===== config.mk =====
export PLATFORM = sky130hd
export DESIGN_NAME = move_iterator
export DESIGN_NICKNAME = d
export VERILOG_FILES = /design/src/rtl/move_iterator.sv
export SDC_FILE = /design/constraint.sdc
export NUM_CORES = 1
export LEC_CHECK = 0
export CORE_AREA = 2 2 215 217
export CTS_BUF_LIST = sky130_fd_sc_hd__clkbuf_16
export DETAILED_ROUTE_END_ITERATION = 8
export DIE_AREA = 0 0 217 219
export GPL_TIMING_DRIVEN = 0
export MAX_ROUTING_LAYER = met4
export PLACE_DENSITY = 0.65
export SLEW_MARGIN = 20
export SYNTH_ARGS = -nofsm -noshare
export SYNTH_HDL_FRONTEND = slang
export SYNTH_SLANG_ARGS = --single-unit
export TNS_END_PERCENT = 30

===== constraint.sdc =====
create_clock -name clk -period 23 [get_ports clk]
set_input_delay 4.6 -clock clk [delete_from_list [all_inputs] [get_ports clk]]
set_output_delay 4.6 -clock clk [all_outputs]
set_load 0.05 [all_outputs]

===== src/rtl/move_iterator.sv =====
// Walks the all_moves list from index 0 to move_count-1 and streams each captured
// position on a valid/ready interface, then pulses clear_moves to release the list.
module move_iterator #(
  parameter int PIECE_WIDTH        = 4,
  parameter int BOARD_WIDTH        = PIECE_WIDTH * 64,
  parameter int MAX_POSITIONS      = 128,
  parameter int MAX_POSITIONS_LOG2 = $clog2(MAX_POSITIONS),
  parameter int READ_LATENCY       = 1
) (
  input  logic                          clk,
  input  logic                          reset,
  input  logic                          moves_ready,
  input  logic [MAX_POSITIONS_LOG2-1:0] move_count,
  input  logic [BOARD_WIDTH-1:0]        board_in,
  input  logic                          white_to_move_in,
  input  logic [3:0]                    castle_mask_in,
  input  logic [3:0]                    en_passant_col_in,
  output logic [MAX_POSITIONS_LOG2-1:0] move_index,
  output logic                          clear_moves,
  input  logic                          abort,
  output logic                          pos_valid,
  input  logic                          pos_ready,
  output logic [BOARD_WIDTH-1:0]        pos_board,
  output logic                          pos_white_to_move,
  output logic [3:0]                    pos_castle_mask,
  output logic [3:0]                    pos_en_passant_col,
  output logic [MAX_POSITIONS_LOG2-1:0] pos_index,
  output logic                          pos_last,
  output logic                          done,
  output logic                          no_moves
);

  localparam int IW = MAX_POSITIONS_LOG2;
  localparam logic [2:0]    LAT_RELOAD = 3'(READ_LATENCY);
  localparam logic [IW-1:0] IDX_ONE    = IW'(1);

  typedef enum logic [2:0] {
    S_IDLE,
    S_WAIT,
    S_OFFER,
    S_CLEAR,
    S_DRAIN
  } state_t;

  state_t                 state_q;
  logic [IW-1:0]          count_q;
  logic [2:0]             lat_q;
  logic [IW-1:0]          move_index_q;
  logic                   pos_valid_q;
  logic [BOARD_WIDTH-1:0] pos_board_q;
  logic                   pos_wtm_q;
  logic [3:0]             pos_castle_q;
  logic [3:0]             pos_ep_q;
  logic [IW-1:0]          pos_index_q;
  logic                   pos_last_q;
  logic                   clear_q;
  logic                   done_q;
  logic                   no_moves_q;

  logic xfer;
  logic at_last_index;

  assign xfer          = pos_valid_q & pos_ready;
  assign at_last_index = (move_index_q == (count_q - IDX_ONE));

  // Pulse outputs default low every cycle; they are raised only on entry to CLEAR.
  always_ff @(posedge clk or posedge reset) begin
    if (reset) begin
      state_q      <= S_IDLE;
      count_q      <= '0;
      lat_q        <= '0;
      move_index_q <= '0;
      pos_valid_q  <= 1'b0;
      pos_board_q  <= '0;
      pos_wtm_q    <= 1'b0;
      pos_castle_q <= '0;
      pos_ep_q     <= '0;
      pos_index_q  <= '0;
      pos_last_q   <= 1'b0;
      clear_q      <= 1'b0;
      done_q       <= 1'b0;
      no_moves_q   <= 1'b0;
    end else begin
      clear_q    <= 1'b0;
      done_q     <= 1'b0;
      no_moves_q <= 1'b0;
      case (state_q)
        S_IDLE: begin
          if (moves_ready) begin
            count_q <= move_count;
            if (move_count == '0) begin
              clear_q    <= 1'b1;
              no_moves_q <= 1'b1;
              state_q    <= S_CLEAR;
            end else begin
              move_index_q <= '0;
              lat_q        <= LAT_RELOAD;
              state_q      <= S_WAIT;
            end
          end
        end
        S_WAIT: begin
          if (abort) begin
            clear_q <= 1'b1;
            state_q <= S_CLEAR;
          end else if (lat_q == 3'd0) begin
            pos_board_q  <= board_in;
            pos_wtm_q    <= white_to_move_in;
            pos_castle_q <= castle_mask_in;
            pos_ep_q     <= en_passant_col_in;
            pos_index_q  <= move_index_q;
            pos_last_q   <= at_last_index;
            pos_valid_q  <= 1'b1;
            state_q      <= S_OFFER;
          end else begin
            lat_q <= lat_q - 3'd1;
          end
        end
        S_OFFER: begin
          // Abort wins over a simultaneous transfer; move_index stays frozen.
          if (abort) begin
            pos_valid_q <= 1'b0;
            clear_q     <= 1'b1;
            state_q     <= S_CLEAR;
          end else if (xfer) begin
            pos_valid_q <= 1'b0;
            if (pos_last_q) begin
              clear_q <= 1'b1;
              done_q  <= 1'b1;
              state_q <= S_CLEAR;
            end else begin
              move_index_q <= move_index_q + IDX_ONE;
              lat_q        <= LAT_RELOAD;
              state_q      <= S_WAIT;
            end
          end
        end
        S_CLEAR: begin
          state_q <= S_DRAIN;
        end
        S_DRAIN: begin
          if (!moves_ready) begin
            state_q <= S_IDLE;
          end
        end
        default: begin
          state_q <= S_IDLE;
        end
      endcase
    end
  end

  assign move_index         = move_index_q;
  assign clear_moves        = clear_q;
  assign pos_valid          = pos_valid_q;
  assign pos_board          = pos_board_q;
  assign pos_white_to_move  = pos_wtm_q;
  assign pos_castle_mask    = pos_castle_q;
  assign pos_en_passant_col = pos_ep_q;
  assign pos_index          = pos_index_q;
  assign pos_last           = pos_last_q;
  assign done               = done_q;
  assign no_moves           = no_moves_q;

endmodule

==> results.ini, run 1 <==
[timing]
fmax_mhz = 151.3
grt_setup_unrepaired = no
finalSetupViolCount = 0
max_slew.worst_pin.slew_ns = 0.9143
worst_slew_margin_rel_pct = 39.05
post-route-min-period_ns = 6.611
clock_skew_ns = 0.01149
whs_ns = 0.4699
slew_viol_final = 0
hold_viol = 0
setup-tns-final_ns = 0
finalCritPeriodShare_pct = 28.74

[clock_network]
root_buffer = clkbuf_16
holdBufCountCts = 0
clk_pin_slew_ns = 0.06
cts_sinks = 297
post_cts_resized = 0
clk_latency_ns = 0.53
clk_path_buf_depth = 3
cts_max_level = 2
postCtsSetupRepairBufs = 0
numCtsBuffers = 36
tritoncts = built

[placed_design]
gp_congestion = 0.8512
hpwl_mm = 31.14
placed_cells = 2472
numPortBuffers = 559

[setup_path]
critical_path_buf_inv_count = 1
critPathTopFamily = buffers and inverters
critPathMaxStageDelay_ns = 0.94
worstPathArrival_ns = 2.01
r2r-start = state_q[2]
path_class = reg -> out
rr_endpoint = pos_board[2]
reg2reg_setup_slack_ns = 20.14
reg2regPathDepth = 8
crit_chain = clkdlybuf4s50_1
cp_max_fo = 6
slowest_stage = clkdlybuf4s50_1
critPathCaptureType = primary output
cp.required_ns = 18.40
start_kind = register

[run]
maxCapViolCount = 0

[die]
num_io_pins = 561
die-height_microns = 219
fp.dieArea_sq_mm = 0.04752
die_w_microns = 217
coreArea_sq_mm = 0.04509
num_rows = 78
start_util_pct = 25.73

[power]
p_leak_nw = 9.137
ir_drop_v = 0.00009153
power.density_mw_per_mm2 = 157.0

[final_layout]
final_util_pct = 42.43
drive_above_1_share_pct = 3.564
area_growth_pct = 64.92
fin_nets = 2191
fillers = 4409
fin_cells = 2538

[route]
wl_mm = 41.00
drt-initial-drc-count = 613
ant_nets = 0
vias = 10890
wire_per_inst_microns = 16.15
drc_errors = 0
viasPerCell = 4.291
dr.pass1.iters = 5

[synth]
async_flop_share_pct = 100.0
synth_fp_nets = 1591
postSynthAreaPerCell_sq_um = 8.855
synth_top_area_share_pct = 64.07
ys_seq_area_share_pct = 64.07
yosysWarnings = 0
synthTopCellsByArea = dfrtp_1 64%, nand2_1 27%, clkbuf_1 2.1%, xnor2_1 0.53%, o21ai_0 0.52%
synth_area_sq_mm = 0.01160
ys_types = 46
synthesis.instances = 1310
synthFlopType = dfrtp_1
synth-edff-count = 0
yosys.area.top_type = dfrtp_1
synth-seq-cells = 297

[worst_hold_path]
hold_path_startpoint = pos_board[66]
hold_class = reg -> reg
hold_end = pos_board[66]
min_path_cells = 2

[global_route]
grt-ovfl-total = 0
grt_max_degree = 100
antenna_found_initial = 2
grt_pass1_wl_mm = 62.18
grt_pass1_vias = 11170
grt.total_usage_pct = 17.30

[status]
status = complete, no violations

[placed cells by master, fill, tap and decap left out, drive strengths merged, types with 2 or more instances in the layout]
master,n
nor3,4
nand4,2
diode,2
o21ai,18
xnor2,7
mux2,5
a21oi,5
nor4,3
o31ai,2
nand4b,2
a31oi,3
inv,11
and3,3
or3,2
nor2,10
buf,6
clkdlybuf4s50,559
ha,4
nand3b,2
dfrtp,297
nand2,827
nor3b,3
nand2b,5
clkinv,17
nand3,7
clkinvlp,4
or2,2
nor2b,2
a32o,2
and2,2
clkbuf,103
[registers in the layout (all words and copies together) (netlist names)]
signal	flops
no_moves	1
clear_moves	1
count_q	7
pos_white_to_move	1
done	1
pos_last	1
state_q	3
pos_valid	1
move_index	7
lat_q	3
pos_board	256
pos_en_passant_col	4
pos_castle_mask	4
pos_index	7
[report_power, final]
| group | total, mW | internal [mW] | switching (mW) |
|---|---|---|---|
| clock | 0.530 | 0.304 | 0.226 |
| sequential | 0.872 | 0.744 | 0.128 |
| combinational | 1.60 | 0.511 | 1.09 |
[synth_stat cells, drive strengths merged (2+ instances only)]
master / count
nor3b: 3
and2: 2
nand3b: 2
nand4: 2
buf: 3
o31ai: 2
clkbuf: 66
nor2b: 2
or3: 2
nor3: 4
nand4b: 2
or2: 2
ha: 4
nor4: 3
mux2: 5
nand2: 827
xnor2: 7
and3: 3
nand3: 7
inv: 6
nor2: 10
a32o: 2
dfrtp: 297
o21ai: 18
nand2b: 5
a31oi: 3
a21oi: 5
[worst max path at each step]
stage,from,endpoint,slack (ns),depth (start not counted)
after floorplan,reset,clear_moves,10.20,1
after global placement,reset,pos_board[74],6.15,2
after detailed placement,abort,pos_index[5],16.12,7
after CTS,move_index[6],move_index[6],16.31,1
after global routing,move_index[6],move_index[6],16.29,1
final,move_index[6],move_index[6],16.39,1
[stage by stage]
| step | total power, mW | instance area, sq um | setup slack, ns |
|---|---|---|---|
| after floorplan | 1.882 | 11600 | 10.20 |
| after global placement | 2.465 | 17950 | 6.154 |
| after detailed placement | 2.490 | 18040 | 16.12 |
| after CTS | 3.040 | 19130 | 16.31 |
| after global routing | 3.164 | 19130 | 16.29 |
| final | 3.003 | 19130 | 16.39 |
[layer usage]
layer | track usage (%) | up-vias | share of wire [%]
met2 | 28.98 | 402 | 49
li1 | - | 5242 | -
met5 | - | - | 0
met3 | 5.308 | 67 | 7.9
met1 | 19.91 | 5179 | 40
met4 | 5.228 | 0 | 2.6
[final cells by class]
cell class / count / area, sq um / area share (%)
clock buffers: 37 / 925.9 / 4.840
plain buffers: 69 / 269.0 / 1.406
repair buffers: 562 / 5678 / 29.68
well taps: 600 / 750.7 / 3.924
clock inverters: 27 / 163.9 / 0.8568
multi-input cells: 938 / 3876 / 20.26
flip-flops and latches: 297 / 7432 / 38.85
diodes: 2 / 5.005 / 0.02616
inverters: 6 / 30.03 / 0.1570
[logic make-up after synthesis]
logic type,share of synthesized area [%]
AND/OR/NAND/NOR,29.49
flip-flops,64.07
buffers and inverters,2.513
AO/OA/AOI/OAI,2.319
XOR/XNOR,0.6041
multiplexers,0.5716
adder cells (fa/ha/maj),0.4315
No activity file was read; power rests on OpenSTA's default activity.
==> inputs of run 2 (changes only) <==
Settings changed: CORE_AREA 2 2 215 217 to 2 2 217 219, DIE_AREA 0 0 217 219 to 0 0 219 221, PLACE_DENSITY 0.65 to 0.64.
Clock period 23 ns to 6.48 ns, I/O delays scaled along.
==> results.ini, run 2 (synthesis results as in run 1) <==
[power]
p_leak_nw = 9.209  ; +0.78%
power.density_mw_per_mm2 = 553.6  ; +250%
power_mw = 10.66  ; +250%
ir_drop_v = 0.0003119  ; +240%

[timing]
finalSetupViolCount = 0  ; unchanged
post-route-min-period_ns = 3.352
worst_slew_margin_rel_pct = 42.86  ; +3.8 points
fmax_mhz = 298.3
setup-tns-final_ns = 0  ; unchanged
max_slew.worst_pin.slew_ns = 0.8572  ; -0.05713 ns
slew_viol_final = 0  ; unchanged
clock_skew_ns = 0.01691  ; +0.005420 ns
grt_setup_unrepaired = no
finalCritPeriodShare_pct = 51.73
hold_viol = 0  ; unchanged

[setup_path]
critical_path_buf_inv_count = 1  ; unchanged
critPathTopFamily = buffers and inverters
path_class = reg -> out
crit_chain = clkdlybuf4s50_1
cp_max_fo = 6  ; unchanged
start_kind = register
critPathMaxStageDelay_ns = 0.91  ; -0.03 ns
worstPathArrival_ns = 2.06  ; +0.05 ns
critPathCaptureType = primary output
cp.required_ns = 5.18  ; -13.22 ns
slowest_stage = clkdlybuf4s50_1

[route]
vias = 10860  ; -0.28%
viasPerCell = 4.257  ; -0.78%
drt-initial-drc-count = 730  ; +19%
wl_mm = 41.25  ; +0.63%
wire_per_inst_microns = 16.17  ; +0.12%
dr.pass1.iters = 5  ; unchanged
ant_nets = 0  ; unchanged
drc_errors = 0  ; unchanged

[placed_design]
gp_congestion = 0.8762  ; +2.9%
hpwl_mm = 32.00  ; +2.7%
numPortBuffers = 559  ; unchanged

[final_layout]
fillers = 4559  ; +3.4%
largest_reg_flops = 256  ; unchanged
register_area_sq_mm = 0.007432  ; unchanged
layout_commonest_cell = nand2_1
fin_nets = 2198  ; +0.32%
final_cell_mix = 827 x nand2_1, 559 x clkdlybuf4s50_1, 297 x dfrtp_1, 66 x clkbuf_1, 37 x clkbuf_16
multi_input_area_sq_mm = 0.003876  ; unchanged
area_growth_pct = 66.00
drive_above_1_share_pct = 3.755  ; +0.19 points
final_util_pct = 41.80  ; -0.63 points
antenna_cells = 0  ; -2

[die]
start_util_pct = 25.18  ; -0.54 points
die-height_microns = 221  ; +0.91%
num_rows = 79  ; +1.3%
die_w_microns = 219  ; +0.92%
num_io_pins = 561  ; unchanged
coreArea_sq_mm = 0.04606  ; +2.2%
fp.dieArea_sq_mm = 0.04840  ; +1.8%

[clock_network]
post_cts_resized = 0  ; unchanged
clk_path_buf_depth = 3  ; unchanged
postCtsSetupRepairBufs = 0  ; unchanged
clk_pin_slew_ns = 0.05  ; about the same
clk_latency_ns = 0.54  ; about the same
cts_max_level = 2  ; unchanged
cts_sinks = 297  ; unchanged
holdBufCountCts = 0  ; unchanged
tritoncts = built
root_buffer = clkbuf_16
numCtsBuffers = 36  ; unchanged

[global_route]
grt_max_degree = 34  ; -66%
grt-ovfl-total = 0  ; unchanged
grt.total_usage_pct = 17.30  ; about the same
antenna_found_initial = 0  ; -2
grt_pass1_vias = 11210  ; +0.35%
grt_pass1_wl_mm = 63.34  ; +1.9%

[status]
status = complete, no violations

[worst_hold_path]
hold_class = reg -> reg

[run]
maxCapViolCount = 0  ; unchanged

-- run 2: cell count changes in the layout (fill, tap and decap cells not counted) --
cell	change
inv_6	+2
clkinv_1	+1
buf_16	-2
buf_12	+9
clkinv_2	-2
inv_1	+3
diode_2	-2
clkinvlp_4	-2
inv_8	-1
-- run 2: area by class of cell --
type / instances / area share, %
flip-flops and latches: 297 / 38.60
repair buffers: 569 / 30.14
multi-input cells: 938 / 20.13
clock buffers: 37 / 4.808
well taps: 607 / 3.944
plain buffers: 69 / 1.397
clock inverters: 28 / 0.8512
inverters: 6 / 0.1365
-- run 2: worst paths after layout --
kind | slack [ns] | to | cells after the start | startpoint
setup reg to reg | 3.72 | pos_board[220] | 8 | state_q[2]
max in group asynchronous | 4.05 | pos_board[65] | 6 | reset
hold / removal | 0.47 | pos_board[123] | 2 | pos_board[123]
setup / recovery | 3.13 | move_index[6] | 1 | move_index[6]
min in group asynchronous | 1.19 | pos_board[223] | 2 | reset
hold reg to reg | 0.47 | pos_board[123] | 2 | pos_board[123]
-- run 2: routing by layer --
metal  wire (microns)  share of wire (%)  GRT usage, %
met2            20170                 49         28.62
met4             1364                3.3         6.473
met3             3216                7.8         4.385
met1            16500                 40         20.18
met5                0                  0             -
-- run 2: where the power goes --
group | switching [mW] | internal (mW)
clock | 0.790 | 1.08
combinational | 3.87 | 1.82
sequential | 0.459 | 2.64
total | 5.12 | 5.54
-- run 2: through the flow --
stage          hold WS (ns)  cell area [sq um]  std cells  worst slack, ns
2_1_floorplan        0.4863              11600       1310            1.239
3_3_place_gp         0.4573              17960       2476           -1.013
3_5_place_dp         0.4611              18170       2486            2.970
4_1_cts              0.4749              19260       2551            3.050
5_1_grt              0.4884              19260       2551            3.043
6_report             0.4686              19260       2551            3.128
==> inputs of run 3 (changes only) <==
Settings changed: CORE_AREA 2 2 217 219 to 2 2 221 223, DIE_AREA 0 0 219 221 to 0 0 223 225, PLACE_DENSITY 0.64 to 0.65.
Clock period 6.48 ns to 2.88 ns, I/O delays scaled along.
==> results.ini, run 3 (synthesis results as in run 1) <==
[status]
status = complete, no violations

[clock_network]
clk_latency_ns = 0.53  ; about the same
clk_pin_slew_ns = 0.06  ; about the same
cts_max_level = 2  ; unchanged
cts_sinks = 297  ; unchanged
clk_path_buf_depth = 3  ; unchanged
numCtsBuffers = 36  ; unchanged
tritoncts = built
postCtsSetupRepairBufs = 0  ; unchanged
root_buffer = clkbuf_16

[global_route]
grt-ovfl-total = 0  ; unchanged
gr-usage-met2_pct = 28.19  ; -0.44 points
grt_pass1_wl_mm = 64.03  ; +1.1%
grt_pass1_vias = 11260  ; +0.42%
antenna_found_initial = 3  ; +3
grt_max_degree = 36  ; +5.9%
grt_busiest_layer = met2
use_met3_pct = 4.837  ; +0.45 points
grt.total_usage_pct = 16.98  ; -0.32 points
met1_usage_pct = 19.24  ; -0.94 points

[setup_path]
critPathCaptureType = primary output
cp_max_fo = 6  ; unchanged
critical_path_buf_inv_count = 1  ; unchanged
critPathTopFamily = buffers and inverters
crit_chain = clkdlybuf4s50_1
start_kind = register
path_class = reg -> out
cp.required_ns = 2.30  ; -2.88 ns
critPathMaxStageDelay_ns = 0.92  ; about the same
slowest_stage = clkdlybuf4s50_1
worstPathArrival_ns = 2.01  ; -0.05 ns
reg2reg_setup_slack_ns = 0.36  ; -3.36 ns

[power]
power_mw = 24.10  ; +130%
power.density_mw_per_mm2 = 1250  ; +130%
ir_drop_v = 0.0006872  ; +120%
p_leak_nw = 9.210  ; about the same

[die]
coreArea_sq_mm = 0.04755  ; +3.2%
start_util_pct = 24.40  ; -0.79 points
die_w_microns = 223  ; +1.8%
die-height_microns = 225  ; +1.8%
num_rows = 80  ; +1.3%
fp.dieArea_sq_mm = 0.05018  ; +3.7%
num_io_pins = 561  ; unchanged

[timing]
max_slew.worst_pin.slew_ns = 0.8929  ; +0.03579 ns
fin_ws_ns = 0.2910  ; -2.837 ns
post-route-min-period_ns = 2.589
hold_viol = 0  ; unchanged
grt_setup_unrepaired = no
setup-tns-final_ns = 0  ; unchanged
clock_skew_ns = 0.01008  ; -0.006822 ns
fmax_mhz = 386.3
finalSetupViolCount = 0  ; unchanged
finalCritPeriodShare_pct = 89.90
worst_slew_margin_rel_pct = 40.47  ; -2.4 points
slew_viol_final = 0  ; unchanged

[route]
wire_per_inst_microns = 16.52  ; +2.1%
drc_errors = 0  ; unchanged
drt-initial-drc-count = 450  ; -38%
wl_mm = 42.30  ; +2.5%
dr.pass1.iters = 5  ; unchanged
vias = 10920  ; +0.53%
ant_nets = 0  ; unchanged
viasPerCell = 4.263  ; +0.14%

[placed_design]
numPortBuffers = 559  ; unchanged
pre_cts_slack_ns = 0.003289  ; -2.967 ns
hpwl_mm = 32.62  ; +1.9%
gp_congestion = 0.8777  ; +0.17%
dpl_cell_area_sq_mm = 0.01818  ; about the same
placed_cells = 2494  ; +0.32%

[final_layout]
fin_nets = 2198  ; unchanged
fin_cells = 2561  ; +0.39%
area_growth_pct = 66.20
drive_above_1_share_pct = 3.605  ; -0.15 points
largest_reg_flops = 256  ; unchanged
stdcell_area_sq_mm = 0.01928  ; +0.12%
final_cell_mix = 827 x nand2_1, 559 x clkdlybuf4s50_1, 297 x dfrtp_1, 63 x clkbuf_1, 37 x clkbuf_16
layout_commonest_cell = nand2_1

[run]
maxCapViolCount = 0  ; unchanged

[worst_hold_path]
hold_class = in -> reg

[run 3: stage by stage]
stage                     hold slack [ns]  util, %
final                              0.2497    40.55
after CTS                          0.2157    40.52
after global placement             0.4575    37.79
after detailed placement           0.4614    38.23
after global routing               0.2372    40.54
after floorplan                    0.4863        -
[run 3: path summary, 6_finish.rpt]
check | depth (start not counted) | to | from
max reg2reg | 8 | pos_board[14] | state_q[2]
min in group asynchronous | 3 | pos_board[105] | reset
min | 2 | done | abort
max in group asynchronous | 6 | pos_board[6] | reset
min reg2reg | 2 | pos_index[3] | pos_index[3]
max | 1 | move_index[6] | move_index[6]
[run 3: what timing repair did]
action | 4_1_cts | 5_1_grt
hold buffers | 0 | 0
resized for setup | 1 | 5
endpoints found under the setup margin | 2 | 38
[run 3: per-layer routing]
layer / part of all wire, % / vias up
met3: 8.0 / 88
met1: 40 / 5156
met2: 49 / 422
li1: - / 5252
met4: 3.6 / 0
met5: 0 / -
[run 3: where the power goes]
part           internal [mW]  switching [mW]
clock network           2.49            1.78
registers               5.94            1.04
logic                   4.10            8.74
[run 3: final cells by class]
class / count / area, sq um
fillers: 4684 / 28270
flip-flops and latches: 297 / 7432
repair buffers: 569 / 5803
multi-input cells: 938 / 3876
clock buffers: 37 / 925.9
well taps: 615 / 769.5
plain buffers: 69 / 272.8
clock inverters: 26 / 162.7
inverters: 6 / 26.28
diodes: 4 / 10.01
